**config.mk**
```make
export PLATFORM = sky130hd
export DESIGN_NAME = alu_op_sequencer_flat
export DESIGN_NICKNAME = d
export VERILOG_FILES = /design/src/rtl/alu_op_sequencer_if.sv /design/src/rtl/alu_op_sequencer.sv /design/src/flat_wrapper.sv
export SDC_FILE = /design/constraint.sdc
export NUM_CORES = 1
export LEC_CHECK = 0
export CAP_MARGIN = 20
export CORE_MARGIN = 2
export CORE_UTILIZATION = 42
export CTS_BUF_LIST = sky130_fd_sc_hd__clkbuf_4
export CTS_CLUSTER_DIAMETER = 80
export CTS_CLUSTER_SIZE = 10
export DETAILED_ROUTE_END_ITERATION = 8
export GPL_TIMING_DRIVEN = 0
export PLACE_DENSITY = 0.89
export SLEW_MARGIN = 40
export SYNTH_ARGS = -nofsm -noshare
export SYNTH_HDL_FRONTEND = slang
export SYNTH_SLANG_ARGS = --single-unit
```
**constraint.sdc**
```tcl
create_clock -name clk -period 3.26 [get_ports clk]
set_input_delay 0.652 -clock clk [delete_from_list [all_inputs] [get_ports clk]]
set_output_delay 0.652 -clock clk [all_outputs]
set_load 0.02 [all_outputs]
```
**src/rtl/alu_op_sequencer_if.sv**
```systemverilog
// Command / ALU / response bundle for alu_op_sequencer.
// slave  : the sequencer's view (takes commands, drives the ALU, returns results).
// master : the surrounding environment (issues commands, models the ALU, takes results).
interface alu_op_sequencer_if #(
  parameter int DATA_W = 32,
  parameter int OP_W   = 3,
  parameter int CNT_W  = 5
);
  // command channel
  logic              cmd_valid;
  logic              cmd_ready;
  logic [OP_W-1:0]   cmd_op;
  logic              cmd_mode;
  logic [DATA_W-1:0] cmd_a;
  logic [DATA_W-1:0] cmd_b;
  logic [CNT_W-1:0]  cmd_count;
  // ALU drive / return
  logic [DATA_W-1:0] alu_in_1;
  logic [DATA_W-1:0] alu_in_2;
  logic              alu_mode;
  logic [OP_W-1:0]   alu_operation;
  logic [DATA_W-1:0] alu_result;
  logic              alu_overflow;
  // response channel
  logic              rsp_valid;
  logic              rsp_ready;
  logic [DATA_W-1:0] rsp_result;
  logic              rsp_overflow;
  logic [CNT_W:0]    rsp_passes;

  modport slave (
    input  cmd_valid, cmd_op, cmd_mode, cmd_a, cmd_b, cmd_count,
    output cmd_ready,
    output alu_in_1, alu_in_2, alu_mode, alu_operation,
    input  alu_result, alu_overflow,
    output rsp_valid, rsp_result, rsp_overflow, rsp_passes,
    input  rsp_ready
  );

  modport master (
    output cmd_valid, cmd_op, cmd_mode, cmd_a, cmd_b, cmd_count,
    input  cmd_ready,
    input  alu_in_1, alu_in_2, alu_mode, alu_operation,
    output alu_result, alu_overflow,
    input  rsp_valid, rsp_result, rsp_overflow, rsp_passes,
    output rsp_ready
  );
endinterface

```
**src/rtl/alu_op_sequencer.sv**
```systemverilog
// alu_op_sequencer: issue stage for the combinational 32-bit ALU.
// Accepts one command, runs it as one ALU pass (or N single-bit passes for
// shifts), accumulating the ALU result, then presents result / sticky
// overflow / pass count on the response port.
// Optional: define ALU_SEQ_SIGN_FILL_EN to force the MSB of every sra pass to
// the sign of the original operand (true arithmetic shift independent of ALU).
module alu_op_sequencer #(
  parameter int DATA_W = 32,
  parameter int OP_W   = 3,
  parameter int CNT_W  = 5
) (
  input  logic                clk,
  input  logic                rst,
  alu_op_sequencer_if.slave   bus,
  output logic                busy
);

  localparam logic [OP_W-1:0] OP_SLL = OP_W'(2);
  localparam logic [OP_W-1:0] OP_SRL = OP_W'(3);
  localparam logic [OP_W-1:0] OP_SRA = OP_W'(4);

  typedef enum logic [1:0] {IDLE, EXEC, DONE} state_t;

  state_t            state, state_nxt;
  logic [DATA_W-1:0] acc, acc_nxt, b_reg;
  logic [OP_W-1:0]   op_reg;
  logic              mode_reg;
  logic              ovf;
  logic [CNT_W-1:0]  remaining;
  logic [CNT_W:0]    passes;
  logic              accept, is_shift;

  assign accept   = bus.cmd_valid && bus.cmd_ready;
  assign is_shift = (bus.cmd_op == OP_SLL) || (bus.cmd_op == OP_SRL) ||
                    (bus.cmd_op == OP_SRA);

`ifdef ALU_SEQ_SIGN_FILL_EN
  logic sign_reg;

  // remember the sign of the original operand for sra sign fill
  always_ff @(posedge clk) begin
    if (rst)         sign_reg <= 1'b0;
    else if (accept) sign_reg <= bus.cmd_a[DATA_W-1];
  end

  // sra passes keep the original sign in the MSB
  always_comb begin
    acc_nxt = bus.alu_result;
    if (op_reg == OP_SRA) acc_nxt[DATA_W-1] = sign_reg;
  end
`else
  assign acc_nxt = bus.alu_result;
`endif

  // state register
  always_ff @(posedge clk) begin
    if (rst) state <= IDLE;
    else     state <= state_nxt;
  end

  // next state: zero-count shifts skip EXEC; last pass is remaining==1
  always_comb begin
    state_nxt = state;
    case (state)
      IDLE: if (accept)
              state_nxt = (is_shift && bus.cmd_count == '0) ? DONE : EXEC;
      EXEC: if (remaining == CNT_W'(1)) state_nxt = DONE;
      DONE: if (bus.rsp_ready) state_nxt = IDLE;
      default: state_nxt = IDLE;
    endcase
  end

  // operand latch on accept, accumulate ALU result on every EXEC cycle
  always_ff @(posedge clk) begin
    if (rst) begin
      acc       <= '0;
      b_reg     <= '0;
      op_reg    <= '0;
      mode_reg  <= 1'b0;
      ovf       <= 1'b0;
      remaining <= '0;
      passes    <= '0;
    end else begin
      case (state)
        IDLE: if (accept) begin
          acc       <= bus.cmd_a;
          b_reg     <= bus.cmd_b;
          op_reg    <= bus.cmd_op;
          mode_reg  <= bus.cmd_mode;
          ovf       <= 1'b0;
          passes    <= '0;
          remaining <= is_shift ? bus.cmd_count : CNT_W'(1);
        end
        EXEC: begin
          acc       <= acc_nxt;
          ovf       <= ovf | bus.alu_overflow;
          passes    <= passes + (CNT_W+1)'(1);
          remaining <= remaining - CNT_W'(1);
        end
        default: ;
      endcase
    end
  end

  // ALU is driven straight from registers so its inputs never glitch
  assign bus.alu_in_1      = acc;
  assign bus.alu_in_2      = b_reg;
  assign bus.alu_operation = op_reg;
  assign bus.alu_mode      = mode_reg;

  // response fields are the registered accumulator state, frozen in DONE
  assign bus.cmd_ready     = (state == IDLE) && !rst;
  assign bus.rsp_valid     = (state == DONE);
  assign bus.rsp_result    = acc;
  assign bus.rsp_overflow  = ovf;
  assign bus.rsp_passes    = passes;
  assign busy              = (state != IDLE);

endmodule
```
**src/flat_wrapper.sv**
```systemverilog
// flat-port wrapper written by rule: the top's interface ports become plain ports
module alu_op_sequencer_flat 
#(
  parameter int DATA_W = 32,
  parameter int OP_W   = 3,
  parameter int CNT_W  = 5
)
  (clk, rst, busy, bus_cmd_valid, bus_cmd_op, bus_cmd_mode, bus_cmd_a, bus_cmd_b, bus_cmd_count, bus_cmd_ready, bus_alu_in_1, bus_alu_in_2, bus_alu_mode, bus_alu_operation, bus_alu_result, bus_alu_overflow, bus_rsp_valid, bus_rsp_result, bus_rsp_overflow, bus_rsp_passes, bus_rsp_ready);
  alu_op_sequencer_if #(.DATA_W(DATA_W), .OP_W(OP_W), .CNT_W(CNT_W)) bus_i ();
  input  logic clk;
  input  logic rst;
  output logic busy;
  input wire logic [$bits(bus_i.cmd_valid)-1:0] bus_cmd_valid;
  input wire logic [$bits(bus_i.cmd_op)-1:0] bus_cmd_op;
  input wire logic [$bits(bus_i.cmd_mode)-1:0] bus_cmd_mode;
  input wire logic [$bits(bus_i.cmd_a)-1:0] bus_cmd_a;
  input wire logic [$bits(bus_i.cmd_b)-1:0] bus_cmd_b;
  input wire logic [$bits(bus_i.cmd_count)-1:0] bus_cmd_count;
  output wire logic [$bits(bus_i.cmd_ready)-1:0] bus_cmd_ready;
  output wire logic [$bits(bus_i.alu_in_1)-1:0] bus_alu_in_1;
  output wire logic [$bits(bus_i.alu_in_2)-1:0] bus_alu_in_2;
  output wire logic [$bits(bus_i.alu_mode)-1:0] bus_alu_mode;
  output wire logic [$bits(bus_i.alu_operation)-1:0] bus_alu_operation;
  input wire logic [$bits(bus_i.alu_result)-1:0] bus_alu_result;
  input wire logic [$bits(bus_i.alu_overflow)-1:0] bus_alu_overflow;
  output wire logic [$bits(bus_i.rsp_valid)-1:0] bus_rsp_valid;
  output wire logic [$bits(bus_i.rsp_result)-1:0] bus_rsp_result;
  output wire logic [$bits(bus_i.rsp_overflow)-1:0] bus_rsp_overflow;
  output wire logic [$bits(bus_i.rsp_passes)-1:0] bus_rsp_passes;
  input wire logic [$bits(bus_i.rsp_ready)-1:0] bus_rsp_ready;
  assign bus_i.cmd_valid = bus_cmd_valid;
  assign bus_i.cmd_op = bus_cmd_op;
  assign bus_i.cmd_mode = bus_cmd_mode;
  assign bus_i.cmd_a = bus_cmd_a;
  assign bus_i.cmd_b = bus_cmd_b;
  assign bus_i.cmd_count = bus_cmd_count;
  assign bus_cmd_ready = bus_i.cmd_ready;
  assign bus_alu_in_1 = bus_i.alu_in_1;
  assign bus_alu_in_2 = bus_i.alu_in_2;
  assign bus_alu_mode = bus_i.alu_mode;
  assign bus_alu_operation = bus_i.alu_operation;
  assign bus_i.alu_result = bus_alu_result;
  assign bus_i.alu_overflow = bus_alu_overflow;
  assign bus_rsp_valid = bus_i.rsp_valid;
  assign bus_rsp_result = bus_i.rsp_result;
  assign bus_rsp_overflow = bus_i.rsp_overflow;
  assign bus_rsp_passes = bus_i.rsp_passes;
  assign bus_i.rsp_ready = bus_rsp_ready;
  alu_op_sequencer #(.DATA_W(DATA_W), .OP_W(OP_W), .CNT_W(CNT_W)) u_core (.clk(clk), .rst(rst), .bus(bus_i), .busy(busy));
endmodule
```
==> results of run 1 <==
==> how the worst max path moves through the flow <==
| stage | start | end | slack (ns) | cells after the start |
|---|---|---|---|---|
| 3_5_place_dp | rst | bus_cmd_ready | -0.11 | 5 |
| 4_1_cts | rst | bus_cmd_ready | 0.05 | 5 |
| 2_1_floorplan | rst | bus_cmd_ready | 1.27 | 3 |
| 5_1_grt | rst | bus_cmd_ready | 0.22 | 4 |
| 3_3_place_gp | rst | bus_cmd_ready | -0.13 | 5 |
| 6_report | rst | bus_cmd_ready | 0.35 | 4 |
==> layout by cell type (no fill, tap or decap), types with 2 or more instances in the layout <==
cell type	instances
a21oi_1	9
a221oi_1	2
a311oi_1	33
a31oi_1	3
buf_1	3
buf_2	12
buf_4	32
clkbuf_1	16
clkbuf_4	9
clkdlybuf4s50_1	219
clkinv_2	3
dfxtp_1	82
ha_1	3
inv_1	3
nand2_1	141
nand2b_1	3
nand3_1	3
nand3b_1	36
nor2_1	45
nor2b_1	2
nor3_1	6
o21ai_0	3
or2_2	2
or4_1	2
xor2_1	2
==> power by group <==
group,switching [uW],internal (uW)
clock,343,226
sequential,67.8,1090
combinational,395,454
==> kinds of logic after synthesis <==
logic type	Yosys count	share of synthesized area (%)
mux	1	0.307
fa+ha+maj	3	1.02
xor+xnor	2	0.478
flops	82	44.8
compound gates	55	11.6
buf+inv	69	11.0
simple gates	246	30.8
==> per-stage QoR <==
| step | TNS (ns) | utilization, % | instances | setup WS (ns) | instance area, um2 |
|---|---|---|---|---|---|
| 4_1_cts | 0 | 71.2 | 800 | 0.0453 | 6120 |
| 3_5_place_dp | -0.111 | 69.7 | 785 | -0.111 | 5990 |
| 2_1_floorplan | 0 | - | 458 | 1.27 | 3660 |
| 6_report | 0 | 71.1 | 799 | 0.353 | 6110 |
| 5_1_grt | 0 | 71.1 | 799 | 0.222 | 6110 |
| 3_3_place_gp | -0.125 | 69.7 | 785 | -0.125 | 5990 |
==> cell type report <==
type | instances | share of cell area [%]
Timing Repair Buffer | 219 | 35.9
Sequential cell | 82 | 26.9
Multi-Input combinational cell | 307 | 26.5
Buffer | 65 | 6.34
Tap cell | 108 | 2.21
Clock buffer | 9 | 1.11
Clock inverter | 6 | 0.941
Inverter | 3 | 0.184
==> registers in the layout (all words and copies together) (netlist names) <==
register	count
u_core.bus.alu_in_1	32
u_core.bus.alu_in_2	32
u_core.bus.alu_mode	1
u_core.bus.alu_operation	3
u_core.bus.rsp_overflow	1
u_core.bus.rsp_passes	6
u_core.remaining	5
u_core.state	2
==> worst max-delay path, cell delays in order <==
cell and delay [ns]:
clkdlybuf4s50_1 0.46, clkbuf_2 0.33, nor2_1 0.17, clkdlybuf4s50_1 0.64
==> per-layer routing <==
layer | global-route usage (%) | wire length (um) | share of wire [%] | up-vias
met5 | 0 | 0 | 0 | -
met4 | 10.8 | 325 | 2.7 | 0
met2 | 43.8 | 6030 | 50 | 168
met3 | 7.12 | 919 | 7.6 | 30
met1 | 28.1 | 4820 | 40 | 1907
li1 | - | - | - | 1971
==> key figures, run 1 <==
Status
  – Status: finished clean

Setup path
  – Crit Reg-Reg Startpoint: u_core.state[0]
  – Critical Path RT: 2.61 ns
  – Setup CP Type: in -> out
  – Max FO, Critical Path: 19
  – Flop2flop setup slack: 1.53 ns
  – WP data arrival: 2.26 ns
  – R2r endpoint: u_core.bus.alu_in_1[22]
  – Crit. End Element: output port
  – Worst r2r path cells: 5
  – CP Launch Type: input port

Yosys
  – Most frequent cells after synthesis: nand2_1 (141), dfxtp_1 (82), nor2_1 (45), nand3b_1 (36), a311oi_1 (33)
  – Seq/Total Area, Yosys: 44.8%
  – Syn_nets: 571
  – Share of the synthesized area in the top cell type: 44.8%
  – Fraction of registers with async set/reset: 0%
  – Number of synthesized flops with an enable pin: 0
  – Yosys cell types: 35
  – Cells after Synth: 458
  – Most common cell in the synthesized netlist: nand2_1
  – Yosys reg bits: 82
  – Synth area leader: dfxtp_1
  – Mapped cell area: 3660 um2
  – Mapped Avg Cell Area: 8.00 um2
  – Top cells by area, synth: dfxtp_1 (45%), nand2_1 (14%), a311oi_1 (7.9%)
  – Ys flop type: dfxtp_1
  – Synth warn: 0

Route
  – DR WL/cell: 15.1 um
  – Initial DRC Count: 204
  – Routed vias/inst: 5.10
  – Routed Antenna Nets: 0
  – Residual DRC: 0
  – Routed vias: 4076
  – First-pass iteration count of the detailed router: 4
  – WL final: 12100 um

STA
  – Min Hold Slack: 0.481 ns
  – Final worst path period share: 89.2%
  – Unrepaired setup endpoints after global routing: no
  – Fmax: 344 MHz
  – Setup violators final: 0
  – Layout Skew: 0.0102 ns
  – Hold Fails Final Rpt: 0
  – Slew Limit Fails: 0
  – Slew HR: 66.8%
  – Tightest Pin Transition: 0.498 ns
  – Fin crit period: 2.91 ns

Die
  – FP Rows: 34
  – Core area: 8590 um2
  – Ports: 220
  – Die area: 9490 um2
  – Die Ht: 97.4 um
  – Starting Density: 42.6%
  – Die width: 97.4 um

Layout
  – N_diodes: 0
  – P&R area growth vs syn: 66.9%
  – Layout cell share with drive strength beyond 1: 9.41%
  – Nets@finish: 800
  – Multi-input gate area: 1620 um2
  – Sequential cell area: 1640 um2
  – FILL cells: 685

Clock tree
  – Post-CTS Resized: 1
  – Reg clk slew, reported paths: 0.12 ns
  – Clock Latency Late Sink: 0.42 ns
  – CTS buffer count: 9
  – CTS tree: done
  – Depth of the CTS H-tree: 3
  – Post-cts hold buffer count: 0
  – Post-CTS Setup Bufs: 0
  – Clk buf depth: 2
  – Clk root buf: clkbuf_4
  – CTS sink cnt: 82

Hold path
  – Min-delay worst type: reg -> reg
  – Worst hold path depth: 2
  – HP Start: u_core.bus.alu_operation[1]
  – Min-Delay Endpoint: u_core.bus.alu_operation[1]

Power
  – Total power: 2580 uW
  – Leakage power: 0.00246 uW
  – VDD IR max: 214 uV
  – Pwr dens: 422 nW/um2

Global route
  – First-pass GRT wire length: 19600 um
  – GR Overflow Total: 0
  – Gr usage total: 24.9%
  – Largest net degree at the start of global routing: 14
  – Initial antenna violation count: 0
  – Vias in the first global route: 4162

Job
  – Max-cap viol count: 0

Placed design
  – Final RePlAce weighted congestion: 0.865
  – IO Port Bufs: 219
  – Final HPWL DP: 9340 um
Power figures use the tool's default switching activity.
==> run 2: changes to the inputs <==
CTS_CLUSTER_DIAMETER = 40   (was 80)
==> results of run 2 <==
No change in the layout: final DEF, timing and power equal those of run 1.
==> run 3: changes to the inputs <==
ABC_AREA = 1   (was not set)
CORE_UTILIZATION = 43   (was 42)
==> run 3 against run 2 <==
Net effect: largest power group unchanged; highest routed layer unchanged; clock power increased by 12%; combinational power increased by 32%; largest cell class unchanged; clock skew increased by 0.014 ns.
==> key figures, run 3 <==
Die
  – FP Rows: 34 (unchanged)
  – Die Ht: 98.5 um (was 97.4 um)
  – Starting Density: 44.2% (was 42.6%)
  – Ports: 220 (unchanged)
  – Die width: 98.5 um (was 97.4 um)
  – Core area: 8680 um2 (was 8590 um2)
  – Die area: 9700 um2 (was 9490 um2)

Yosys
  – Seq/Total Area, Yosys: 42.8% (was 44.8%)
  – Cells after Synth: 565 (was 458)
  – Mapped Avg Cell Area: 6.80 um2 (was 8.00 um2)
  – Yosys reg bits: 82 (unchanged)
  – Most common cell in the synthesized netlist: nand2_1 (unchanged)
  – Ys flop type: dfxtp_1 (unchanged)
  – Share of the synthesized area in the top cell type: 42.8% (was 44.8%)
  – Yosys cell types: 24 (was 35)
  – Synth area leader: dfxtp_1 (unchanged)
  – Synth warn: 0 (unchanged)
  – Mapped cell area: 3840 um2 (was 3660 um2)
  – Most frequent cells after synthesis: nand2_1 (193), dfxtp_1 (82), nor2_1 (81), nand3_1 (50), o21ai_0 (40) (was nand2_1 (141), dfxtp_1 (82), nor2_1 (45), nand3b_1 (36), a311oi_1 (33))
  – Syn_nets: 678 (was 571)
  – Top cells by area, synth: dfxtp_1 (43%), nand2_1 (19%), nor2_1 (7.9%) (was dfxtp_1 (45%), nand2_1 (14%), a311oi_1 (7.9%))
  – Number of synthesized flops with an enable pin: 0 (unchanged)
  – Fraction of registers with async set/reset: 0% (unchanged)

Global route
  – Vias in the first global route: 4427 (was 4162)
  – GR Overflow Total: 0 (unchanged)
  – First-pass GRT wire length: 19900 um (was 19600 um)
  – Gr usage total: 24.8% (was 24.9%)
  – Largest net degree at the start of global routing: 16 (was 14)
  – Initial antenna violation count: 0 (unchanged)

Layout
  – FILL cells: 709 (was 685)
  – Nets@finish: 907 (was 800)
  – Layout cell share with drive strength beyond 1: 9.64% (was 9.41%)
  – Fin util: 72.7% (was 71.1%)
  – Commonest non-fill, non-tap cells in the layout: clkdlybuf4s50_1 (218), nand2_1 (193), dfxtp_1 (82), nor2_1 (81), nand3_1 (50) (was clkdlybuf4s50_1 (219), nand2_1 (141), dfxtp_1 (82), nor2_1 (45), nand3b_1 (36))
  – N_diodes: 0 (unchanged)
  – Commonest non-fill, non-tap cell in the layout: clkdlybuf4s50_1 (unchanged)
  – P&R area growth vs syn: 64.2% (was 66.9%)

Setup path
  – Max FO, Critical Path: 3 (was 19)
  – Worst r2r path cells: 7 (was 5)
  – WP data arrival: 1.85 ns (was 2.26 ns)
  – Flop2flop setup slack: 1.76 ns (was 1.53 ns)
  – R2r endpoint: u_core.bus.alu_in_1[9] (was u_core.bus.alu_in_1[22])
  – Crit. End Element: output port (unchanged)
  – Crit Reg-Reg Startpoint: u_core.state[0] (unchanged)
  – CP Launch Type: register (was input port)
  – Critical Path RT: 2.61 ns (about the same)
  – Setup CP Type: reg -> out (was in -> out)

STA
  – Layout Skew: 0.0238 ns (was 0.0102 ns)
  – Fmax: 400 MHz (was 344 MHz)
  – Fin crit period: 2.50 ns (was 2.91 ns)
  – Slew Limit Fails: 0 (unchanged)
  – Slew HR: 70.4% (was 66.8%)
  – Unrepaired setup endpoints after global routing: no (unchanged)
  – Hold Fails Final Rpt: 0 (unchanged)
  – Final worst path period share: 76.7% (was 89.2%)
  – Setup TNS: 0 ns (unchanged)
  – Setup violators final: 0 (unchanged)
  – Tightest Pin Transition: 0.445 ns (was 0.498 ns)

Power
  – Cell Int Power: 1930 uW (was 1770 uW)
  – VDD IR max: 283 uV (was 214 uV)
  – Power share of the combinational group: 37.8% (was 32.9%)
  – Sw power: 1020 uW (was 806 uW)
  – Leakage power: 0.00289 uW (was 0.00246 uW)
  – Switching fraction of total power: 34.7% (was 31.3%)
  – Power share of the clock group: 21.7% (was 22.1%)
  – Seq pwr share: 40.5% (was 45.0%)
  – Pwr dens: 468 nW/um2 (was 422 nW/um2)

Route
  – Initial DRC Count: 165 (was 204)
  – DR WL/cell: 13.7 um (was 15.1 um)
  – First-pass iteration count of the detailed router: 5 (was 4)
  – Routed vias: 4400 (was 4076)
  – Routed Antenna Nets: 0 (unchanged)
  – WL final: 12400 um (was 12100 um)
  – Residual DRC: 0 (unchanged)
  – Routed vias/inst: 4.85 (was 5.10)

Hold path
  – HP Start: u_core.bus.alu_mode (was u_core.bus.alu_operation[1])
  – Min-delay worst type: reg -> reg (unchanged)
  – Min-Delay Endpoint: u_core.bus.alu_mode (was u_core.bus.alu_operation[1])
  – Worst hold path depth: 2 (unchanged)

Clock tree
  – Clk root buf: clkbuf_4 (unchanged)
  – CTS buffer count: 9 (unchanged)
  – Reg clk slew, reported paths: 0.16 ns (was 0.12 ns)
  – Post-CTS Resized: 0 (was 1)
  – CTS sink cnt: 82 (unchanged)
  – Clock Latency Late Sink: 0.43 ns (was 0.42 ns)
  – Depth of the CTS H-tree: 3 (unchanged)
  – Post-CTS Setup Bufs: 0 (unchanged)
  – Post-cts hold buffer count: 0 (unchanged)
  – Clk buf depth: 2 (unchanged)
  – CTS tree: done (unchanged)

Placed design
  – IO Port Bufs: 218 (was 219)
  – Final RePlAce weighted congestion: 0.877 (was 0.865)
  – Final HPWL DP: 9730 um (was 9340 um)

Job
  – Max-cap viol count: 0 (unchanged)

Status
  – Status: finished clean (unchanged)
## run 3: metrics by stage
stage	total power (uW)	area, um2	hold slack (ns)	std cells	worst slack (ns)
2_1_floorplan	1790	3840	0.518	565	1.51
3_3_place_gp	2300	6160	0.452	891	1.08
3_5_place_dp	2340	6160	0.457	891	1.07
4_1_cts	2960	6310	0.475	907	0.767
5_1_grt	3100	6310	0.494	907	0.661
6_report	2950	6310	0.475	907	0.760
## run 3: power groups by stage
stage / registers [uW] / clock network, uW / logic (uW)
6_report: 1190 / 639 / 1120
4_1_cts: 1200 / 643 / 1120
2_1_floorplan: 1320 / 0 / 468
5_1_grt: 1210 / 686 / 1200
3_5_place_dp: 1220 / 0 / 1120
3_3_place_gp: 1210 / 0 / 1090
## run 3: layout make-up
cell class / instances / area (um2) / share of cell area, %
repair buffers: 218 / 2180 / 34.6
well taps: 108 / 135 / 2.14
inverters: 30 / 115 / 1.83
clock inverters: 6 / 73.8 / 1.17
plain buffers: 63 / 410 / 6.51
clock buffers: 10 / 75.1 / 1.19
flip-flops and latches: 82 / 1640 / 26.0
multi-input cells: 390 / 1670 / 26.5
## run 3: worst max-delay path, stage by stage (launching register included)
cell             delay (ns)
dfxtp_1                0.41
nor2_2                 0.20
inv_1                  0.10
nor2_1                 0.10
clkdlybuf4s50_1        0.61
## run 3: how the worst max path moves through the flow
stage	start	to	slack (ns)	depth (start not counted)
floorplan	rst	bus_cmd_ready	1.51	2
global route	u_core.state[1]	bus_cmd_ready	0.66	4
CTS	u_core.state[1]	bus_cmd_ready	0.77	4
detailed placement	rst	bus_cmd_ready	1.07	3
global placement	rst	bus_cmd_ready	1.08	3
finish	u_core.state[1]	bus_cmd_ready	0.76	4
## run 3: logic make-up (layout without fill, tap and decap cells)
family | after synthesis | count (layout) | share of synthesized area (%)
adders and majority gates | 3 | 3 | 0.978
DFF | 82 | 82 | 42.7
buffers and inverters | 93 | 327 | 13.7
AOI/OAI and AO/OA | 55 | 55 | 7.23
and+or+nand+nor | 332 | 332 | 35.4
## run 3: per-layer routing
layer | vias to the layer above | track usage (%) | part of all wire, % | wire [um]
li1 | 2192 | - | - | -
met1 | 2002 | 28.0 | 39 | 4770
met2 | 176 | 46.2 | 52 | 6500
met3 | 30 | 4.04 | 6.4 | 791
met4 | 0 | 10.2 | 2.6 | 326
met5 | - | 0 | 0 | 0
